[config.mk]
export PLATFORM = sky130hd
export DESIGN_NAME = hyperbus_dev_responder
export DESIGN_NICKNAME = d
export VERILOG_FILES = /design/src/rtl/hyperbus_pkg.sv /design/src/rtl/hyperbus_ca_deser.sv /design/src/rtl/hyperbus_dev_responder.sv
export SDC_FILE = /design/constraint.sdc
export NUM_CORES = 1
export LEC_CHECK = 0
export BUFFER_PORTS_ARGS = -buffer_cell sky130_fd_sc_hd__clkbuf_2
export CAP_MARGIN = 20
export CORE_ASPECT_RATIO = 2
export CORE_MARGIN = 2
export CORE_UTILIZATION = 55
export DETAILED_ROUTE_END_ITERATION = 8
export HOLD_SLACK_MARGIN = 0.05
export MAX_ROUTING_LAYER = met4
export PLACE_DENSITY = 0.9
export SETUP_SLACK_MARGIN = 0.5
export SYNTH_ARGS = -nofsm -noshare
export SYNTH_HDL_FRONTEND = slang
export SYNTH_SLANG_ARGS = --single-unit
export TNS_END_PERCENT = 30
[constraint.sdc]
create_clock -name clk_i -period 2.9 [get_ports clk_i]
set_input_delay 0.58 -clock clk_i [delete_from_list [all_inputs] [get_ports clk_i]]
set_output_delay 0.58 -clock clk_i [all_outputs]
set_load 0.02 [all_outputs]
[src/rtl/hyperbus_pkg.sv]
// Shared types for the device-side HyperBus responder: CA layout, FSM states
// and the initial-latency edge count.
package hyperbus_pkg;

    localparam int CaEdges = 6;

    typedef enum logic [2:0] {
        IDLE,
        CA,
        LAT,
        READ,
        WRITE
    } dev_state_e;

    typedef struct packed {
        logic        rw;
        logic        as;
        logic        burst;
        logic [28:0] addr_hi;
        logic [12:0] rsvd;
        logic [2:0]  addr_lo;
    } hyper_ca_t;

    // Edges spent in LAT after CA: 2*latency CK edges, doubled when dbl, minus the CA overlap.
    function automatic logic [7:0] latency_edges(input logic [3:0] lat, input logic dbl);
        logic [7:0] edges;
        edges = {3'b000, lat, 1'b0} << dbl;
        return edges - 8'd4;
    endfunction

endpackage

[src/rtl/hyperbus_ca_deser.sv]
// Six-edge command-address deserialiser; done_o flags the edge carrying the last CA byte,
// with ca_o presenting the complete CA on that same edge.
module hyperbus_ca_deser
    import hyperbus_pkg::*;
(
    input  logic       clk_i,
    input  logic       rst_i,
    input  logic       start_i,
    input  logic       shift_i,
    input  logic [7:0] data_i,
    output logic       done_o,
    output hyper_ca_t  ca_o
);

    logic [8*(CaEdges-1)-1:0] shreg_q, shreg_d;
    logic [2:0]               cnt_q, cnt_d;

    always_comb begin
        shreg_d = shreg_q;
        cnt_d   = cnt_q;
        if (start_i) begin
            shreg_d = {{(8*(CaEdges-2)){1'b0}}, data_i};
            cnt_d   = 3'd1;
        end else if (shift_i) begin
            shreg_d = {shreg_q[8*(CaEdges-2)-1:0], data_i};
            cnt_d   = cnt_q + 3'd1;
        end
    end

    always_ff @(posedge clk_i) begin
        if (rst_i) begin
            shreg_q <= '0;
            cnt_q   <= '0;
        end else begin
            shreg_q <= shreg_d;
            cnt_q   <= cnt_d;
        end
    end

    assign done_o = shift_i && (cnt_q == 3'(CaEdges - 1));
    assign ca_o   = {shreg_q, data_i};

endmodule

[src/rtl/hyperbus_dev_responder.sv]
// Device-end HyperBus responder: decodes CA, signals and counts initial latency,
// sources read data with an RWDS strobe and captures masked write data.
module hyperbus_dev_responder
    import hyperbus_pkg::*;
#(
    parameter int AddrWidth   = 32,
    parameter int LatCntWidth = 6
) (
    input  logic                 clk_i,
    input  logic                 rst_i,
    input  logic [3:0]           cfg_latency_i,
    input  logic                 cfg_fixed_lat_i,
    input  logic                 refresh_busy_i,
    input  logic                 hyper_cs_ni,
    input  logic [7:0]           hyper_dq_i,
    output logic [7:0]           hyper_dq_o,
    output logic                 hyper_dq_oe_o,
    input  logic                 hyper_rwds_i,
    output logic                 hyper_rwds_o,
    output logic                 hyper_rwds_oe_o,
    output logic                 req_valid_o,
    output logic                 req_write_o,
    output logic                 req_regspace_o,
    output logic                 req_wrap_o,
    output logic [AddrWidth-1:0] req_addr_o,
    input  logic                 rdata_valid_i,
    input  logic [15:0]          rdata_i,
    output logic                 rdata_ready_o,
    output logic                 wdata_valid_o,
    output logic [15:0]          wdata_o,
    output logic [1:0]           wstrb_o
);

    dev_state_e             state_q, state_d;
    logic                   dbl_q, dbl_d;
    logic [3:0]             lat_q, lat_d;
    logic [LatCntWidth-1:0] latCnt_q, latCnt_d;
    logic                   toWrite_q, toWrite_d;
    logic                   phase_q, phase_d;
    logic [7:0]             dqOut_q, dqOut_d;
    logic [7:0]             byteHi_q, byteHi_d;
    logic                   rwdsHi_q, rwdsHi_d;
    logic                   reqValid_q, reqValid_d;
    logic                   reqWrite_q, reqWrite_d;
    logic                   reqRegspace_q, reqRegspace_d;
    logic                   reqWrap_q, reqWrap_d;
    logic [AddrWidth-1:0]   reqAddr_q, reqAddr_d;
    logic                   wdValid_q, wdValid_d;
    logic [15:0]            wdata_q, wdata_d;
    logic [1:0]             wstrb_q, wstrb_d;

    logic      csActive;
    logic      caDone;
    hyper_ca_t caWord;
    logic [7:0] latEdges;
    logic      latDone;
    logic      unusedCaBits;

    assign csActive     = ~hyper_cs_ni;
    assign latEdges     = latency_edges(lat_q, dbl_q);
    assign latDone      = (32'(latCnt_q) + 32'd1) >= 32'(latEdges);
    assign unusedCaBits = ^caWord.rsvd;

    hyperbus_ca_deser u_ca_deser (
        .clk_i   (clk_i),
        .rst_i   (rst_i),
        .start_i ((state_q == IDLE) && csActive),
        .shift_i ((state_q == CA) && csActive),
        .data_i  (hyper_dq_i),
        .done_o  (caDone),
        .ca_o    (caWord)
    );

    always_comb begin
        state_d         = state_q;
        dbl_d           = dbl_q;
        lat_d           = lat_q;
        latCnt_d        = latCnt_q;
        toWrite_d       = toWrite_q;
        phase_d         = phase_q;
        dqOut_d         = dqOut_q;
        byteHi_d        = byteHi_q;
        rwdsHi_d        = rwdsHi_q;
        reqValid_d      = 1'b0;
        reqWrite_d      = reqWrite_q;
        reqRegspace_d   = reqRegspace_q;
        reqWrap_d       = reqWrap_q;
        reqAddr_d       = reqAddr_q;
        wdValid_d       = 1'b0;
        wdata_d         = wdata_q;
        wstrb_d         = wstrb_q;
        hyper_dq_o      = dqOut_q;
        hyper_dq_oe_o   = 1'b0;
        hyper_rwds_o    = 1'b0;
        hyper_rwds_oe_o = 1'b0;
        rdata_ready_o   = 1'b0;

        // Deselect aborts whatever is in flight; every bus-facing strobe stays gated by CS.
        if (!csActive) begin
            state_d = IDLE;
            phase_d = 1'b0;
        end else begin
            unique case (state_q)
                IDLE: begin
                    dbl_d           = cfg_fixed_lat_i | refresh_busy_i;
                    lat_d           = cfg_latency_i;
                    hyper_rwds_oe_o = 1'b1;
                    hyper_rwds_o    = dbl_d;
                    state_d         = CA;
                end
                CA: begin
                    hyper_rwds_oe_o = 1'b1;
                    hyper_rwds_o    = dbl_q;
                    if (caDone) begin
                        reqValid_d    = 1'b1;
                        reqWrite_d    = ~caWord.rw;
                        reqRegspace_d = caWord.as;
                        reqWrap_d     = ~caWord.burst;
                        reqAddr_d     = AddrWidth'({caWord.addr_hi, caWord.addr_lo});
                        latCnt_d      = '0;
                        phase_d       = 1'b0;
                        toWrite_d     = ~caWord.rw;
                        state_d       = (!caWord.rw && caWord.as) ? WRITE : LAT;
                    end
                end
                LAT: begin
                    latCnt_d = (&latCnt_q) ? latCnt_q : latCnt_q + LatCntWidth'(1);
                    if (latDone) begin
                        state_d = toWrite_q ? WRITE : READ;
                    end
                end
                READ: begin
                    hyper_dq_oe_o   = 1'b1;
                    hyper_rwds_oe_o = 1'b1;
                    if (!phase_q) begin
                        if (rdata_valid_i) begin
                            hyper_rwds_o = 1'b1;
                            hyper_dq_o   = rdata_i[15:8];
                            dqOut_d      = rdata_i[15:8];
                            phase_d      = 1'b1;
                        end
                    end else begin
                        hyper_dq_o    = rdata_i[7:0];
                        dqOut_d       = rdata_i[7:0];
                        rdata_ready_o = 1'b1;
                        phase_d       = 1'b0;
                    end
                end
                WRITE: begin
                    if (!phase_q) begin
                        byteHi_d = hyper_dq_i;
                        rwdsHi_d = hyper_rwds_i;
                        phase_d  = 1'b1;
                    end else begin
                        wdata_d   = {byteHi_q, hyper_dq_i};
                        wstrb_d   = ~{rwdsHi_q, hyper_rwds_i};
                        wdValid_d = 1'b1;
                        phase_d   = 1'b0;
                    end
                end
                default: state_d = IDLE;
            endcase
        end
    end

    always_ff @(posedge clk_i) begin
        if (rst_i) begin
            state_q       <= IDLE;
            dbl_q         <= 1'b0;
            lat_q         <= '0;
            latCnt_q      <= '0;
            toWrite_q     <= 1'b0;
            phase_q       <= 1'b0;
            dqOut_q       <= '0;
            byteHi_q      <= '0;
            rwdsHi_q      <= 1'b0;
            reqValid_q    <= 1'b0;
            reqWrite_q    <= 1'b0;
            reqRegspace_q <= 1'b0;
            reqWrap_q     <= 1'b0;
            reqAddr_q     <= '0;
            wdValid_q     <= 1'b0;
            wdata_q       <= '0;
            wstrb_q       <= '0;
        end else begin
            state_q       <= state_d;
            dbl_q         <= dbl_d;
            lat_q         <= lat_d;
            latCnt_q      <= latCnt_d;
            toWrite_q     <= toWrite_d;
            phase_q       <= phase_d;
            dqOut_q       <= dqOut_d;
            byteHi_q      <= byteHi_d;
            rwdsHi_q      <= rwdsHi_d;
            reqValid_q    <= reqValid_d;
            reqWrite_q    <= reqWrite_d;
            reqRegspace_q <= reqRegspace_d;
            reqWrap_q     <= reqWrap_d;
            reqAddr_q     <= reqAddr_d;
            wdValid_q     <= wdValid_d;
            wdata_q       <= wdata_d;
            wstrb_q       <= wstrb_d;
        end
    end

    assign req_valid_o    = reqValid_q;
    assign req_write_o    = reqWrite_q;
    assign req_regspace_o = reqRegspace_q;
    assign req_wrap_o     = reqWrap_q;
    assign req_addr_o     = reqAddr_q;
    assign wdata_valid_o  = wdValid_q;
    assign wdata_o        = wdata_q;
    assign wstrb_o        = wstrb_q;

endmodule

==> flow_metrics.py <==
metrics = {
    "drt": {
        "drt-total-wl_mm": 12.7,
        "vias": 4771,
        "drtIter0Drc": 301,
        "via_per_inst": 5.60,
        "post-route-drc-count": 0,
        "routedWlPerCell_um": 14.9,
        "drtAntennaViolNets": 0,
        "first_pass_iters": 5,
    },
    "cts": {
        "clk_latency_ns": 0.41,
        "clkTransAtPathRegs_ns": 0.05,
        "cts_buffers": 17,
        "clockBufferDepth": 2,
        "cts_tree": "built",
        "holdBufCountCts": 0,
        "cts_root_buf": "clkbuf_16",
        "h-tree-depth": 4,
        "clkSinkCount": 130,
    },
    "yosys": {
        "syn_nets": 697,
        "ys_top_cells_by_area": "dfxtp_1 50%, nand2_1 14%, a21oi_1 9.6%",
        "ys.flop_type": "dfxtp_1",
        "ys_seq_elements": 130,
        "yosys_warnings": 0,
        "synth.top_cell.area_share": 0.495,
        "synth_edf_count": 0,
        "synth.distinct_cells": 45,
        "ys_seq_area_frac": 0.495,
        "ys_async_sr_fraction": 0,
        "netlist_area_um2": 5260,
        "yosysTopAreaCell": "dfxtp_1",
        "syn_avg_cell_area_um2": 8.05,
        "synth_cells": 653,
    },
    "job": {
        "drv_cap": 0,
    },
    "die": {
        "die_height_um": 142,
        "core.rowCount": 50,
        "coreArea_um2": 9320,
        "io_pins": 102,
        "fp.dieW_um": 73.1,
        "die_area_um2": 10400,
        "start_util": 0.564,
    },
    "global_route": {
        "grt_max_degree": 60,
        "grt_pass1_vias": 4693,
        "grt_overflow": 0,
        "grt_pass1_wl_mm": 20.6,
        "antenna_found_initial": 0,
        "track_usage": 0.259,
    },
    "setup_path": {
        "end_kind": "output pin",
        "worstPathMaxFanout": 14,
        "crit_type": "reg -> out",
        "startpoint_type": "flop",
        "critPathRequiredTime_ns": 2.32,
        "slowest_delay_ns": 0.50,
        "crit_arrival_ns": 1.75,
        "cp_slowest_cell": "dfxtp_2",
        "crit_chain": "nand3_4 > clkinv_4 > and2_4 > a22oi_1 > o21ai_1 > buf_4",
    },
    "min_path": {
        "worstHoldPathType": "in -> reg",
    },
    "place": {
        "dp_cells": 820,
        "place_ws_ns": 0.197,
        "io_buffer_count": 101,
        "place.gp.congestion": 0.937,
        "dpl.hpwl_mm": 8.60,
    },
    "sta": {
        "setup_violations": 0,
        "rsz0062_at_grt": "true",
        "fmax_ghz": 0.429,
        "relSlewSlack": 0.527,
        "worst_pin_slew_ns": 0.710,
        "setup_ws_ns": 0.571,
        "period_minus_slack_ns": 2.33,
        "timing.setup.tns_ns": 0,
        "period_share": 0.803,
        "clock_skew_ns": 0.00510,
        "hold_viol": 0,
        "finalMaxSlewViolations": 0,
    },
    "run_status": {
        "outcome": "finished, final reports clean",
    },
    "pwr": {
        "power_leakage_nw": 2.47,
        "ir_worst_vdd_mv": 0.575,
        "power_density_nw_per_um2": 640,
    },
    "finish": {
        "layout-drive-gt1-share": 0.215,
        "final_nets": 780,
        "area_growth_pct": 22.5,
        "diodes": 0,
        "finalNonFillerCells": 852,
        "final.fill_count": 673,
    },
}
cells in the final DEF, fill, tap and decap left out, types with 2 or more instances in the layout:
cell type | Yosys | layout
a31oi_1 | 11 | 11
nor2b_1 | 23 | 23
o21ai_1 | 0 | 4
clkbuf_1 | 32 | 3
clkinv_2 | 0 | 4
nand3_1 | 8 | 7
or2_2 | 3 | 3
nand3b_1 | 2 | 2
buf_4 | 1 | 10
a21boi_0 | 2 | 2
inv_1 | 7 | 7
or3_1 | 4 | 4
ha_1 | 9 | 9
a21oi_1 | 101 | 101
o22ai_1 | 2 | 2
o21ai_0 | 13 | 5
nor2_1 | 35 | 33
nand2_1 | 191 | 191
dfxtp_1 | 130 | 127
mux2i_1 | 16 | 15
a2111oi_2 | 1 | 2
o32ai_1 | 2 | 2
clkinv_4 | 0 | 3
xnor2_1 | 3 | 3
dfxtp_4 | 0 | 2
and3_1 | 3 | 3
a211oi_1 | 3 | 3
clkbuf_16 | 0 | 17
bufinv_16 | 0 | 3
a22oi_1 | 8 | 8
xor2_1 | 3 | 3
o211ai_1 | 2 | 2
nand2b_1 | 4 | 4
o21ai_2 | 0 | 4
nor3_1 | 2 | 2
clkbuf_2 | 0 | 99
critical path, delay by kind of cell (launching register included):
| kind | cells | cell delay, ns |
|---|---|---|
| AOI/OAI and AO/OA | 2 | 0.21 |
| DFF | 1 | 0.50 |
| and+or+nand+nor | 2 | 0.34 |
| buffers and inverters | 2 | 0.28 |
sequential cells by signal, indices dropped and copies added (netlist names):
name,flops
u_ca_deser.cnt_q,3
latCnt_q,6
req_regspace_o,1
dqOut_q,8
req_wrap_o,1
wdata_valid_o,1
req_write_o,1
wdata_o,16
u_ca_deser.shreg_q,40
req_addr_o,32
phase_q,1
state_q,3
dbl_q,1
byteHi_q,8
req_valid_o,1
lat_q,4
wstrb_o,2
rwdsHi_q,1
cell usage after synthesis (2+ instances only):
cell	count
or2_2	3
nor3_1	2
nand2_1	191
dfxtp_1	130
nor2_1	35
nor4_1	2
or3_1	4
o22ai_1	2
clkbuf_1	32
nand3_1	8
o32ai_1	2
xnor2_1	3
nand3b_1	2
and3_1	3
a211oi_1	3
o21ai_0	13
nand2b_1	4
a21oi_1	101
inv_1	7
nor2b_1	23
o211ai_1	2
ha_1	9
xor2_1	3
a22oi_1	8
a2111oi_0	2
buf_2	13
and2_1	2
a31oi_1	11
a21boi_0	2
mux2i_1	16
layout make-up:
cell class                      count  area [um2]  area share
Tap cell                          104         130      0.0202
Multi-Input combinational cell    469        2500       0.388
Clock inverter                     10         135      0.0210
Inverter                            8        35.0     0.00544
Clock buffer                       21         450      0.0699
Timing Repair Buffer              110         582      0.0903
Sequential cell                   130        2610       0.405
path summary, 6_finish.rpt:
path                                 from                      end  slack (ns)  cells past startpoint
setup / recovery  state_q[0]$_SDFFE_PP0P_            hyper_dq_o[6]        0.57                      6
hold / removal               hyper_rwds_i  wstrb_o[0]$_SDFFE_PP0P_        0.36                      2
setup reg to reg       dbl_q$_SDFFE_PP0P_  state_q[1]$_SDFFE_PP0P_        0.61                      9
hold reg to reg     rwdsHi_q$_SDFFE_PP0P_  wstrb_o[1]$_SDFFE_PP0P_        0.44                      1
metrics by stage:
step / hold WS (ns) / util / instance area (um2) / power [W]
after floorplan: 0.413 / - / 5270 / 0.00198
after global placement: 0.420 / 0.620 / 5780 / 0.00203
after detailed placement: 0.426 / 0.620 / 5780 / 0.00204
after CTS: 0.357 / 0.687 / 6400 / 0.00413
after global routing: 0.372 / 0.691 / 6440 / 0.00423
final: 0.364 / 0.691 / 6440 / 0.00412
kinds of logic (layout without fill, tap and decap cells):
| family | after synthesis | count (layout) | synth area share |
|---|---|---|---|
| multiplexers | 17 | 17 | 0.0326 |
| AO/OA/AOI/OAI | 153 | 153 | 0.164 |
| XOR/XNOR | 6 | 6 | 0.0100 |
| AND/OR/NAND/NOR | 284 | 284 | 0.234 |
| buffers and inverters | 54 | 149 | 0.0424 |
| flip-flops | 130 | 130 | 0.495 |
| adder cells (fa/ha/maj) | 9 | 9 | 0.0214 |
routing by layer:
layer	vias to the layer above	track usage	part of all wire	wire length, um
met4	0	0.122	0.030	382
met3	31	0.0616	0.036	462
met1	2250	0.262	0.38	4850
met2	131	0.453	0.55	6990
li1	2359	-	-	-
met5	-	-	0	0
report_power, final:
group	switching [W]	total, W	internal [W]	leakage, nW
Combinational	0.000118	0.000188	0.0000700	1.13
Sequential	0.0000220	0.00183	0.00180	1.05
Clock	0.000743	0.00211	0.00136	0.287
timing repair:
action | in CTS | in global routing
resized for setup | 11 | 10
setup endpoints to repair | 11 | 8
pin swaps | 1 | 0
setup buffers | 1 | 0
No activity file was read; power rests on OpenSTA's default activity.
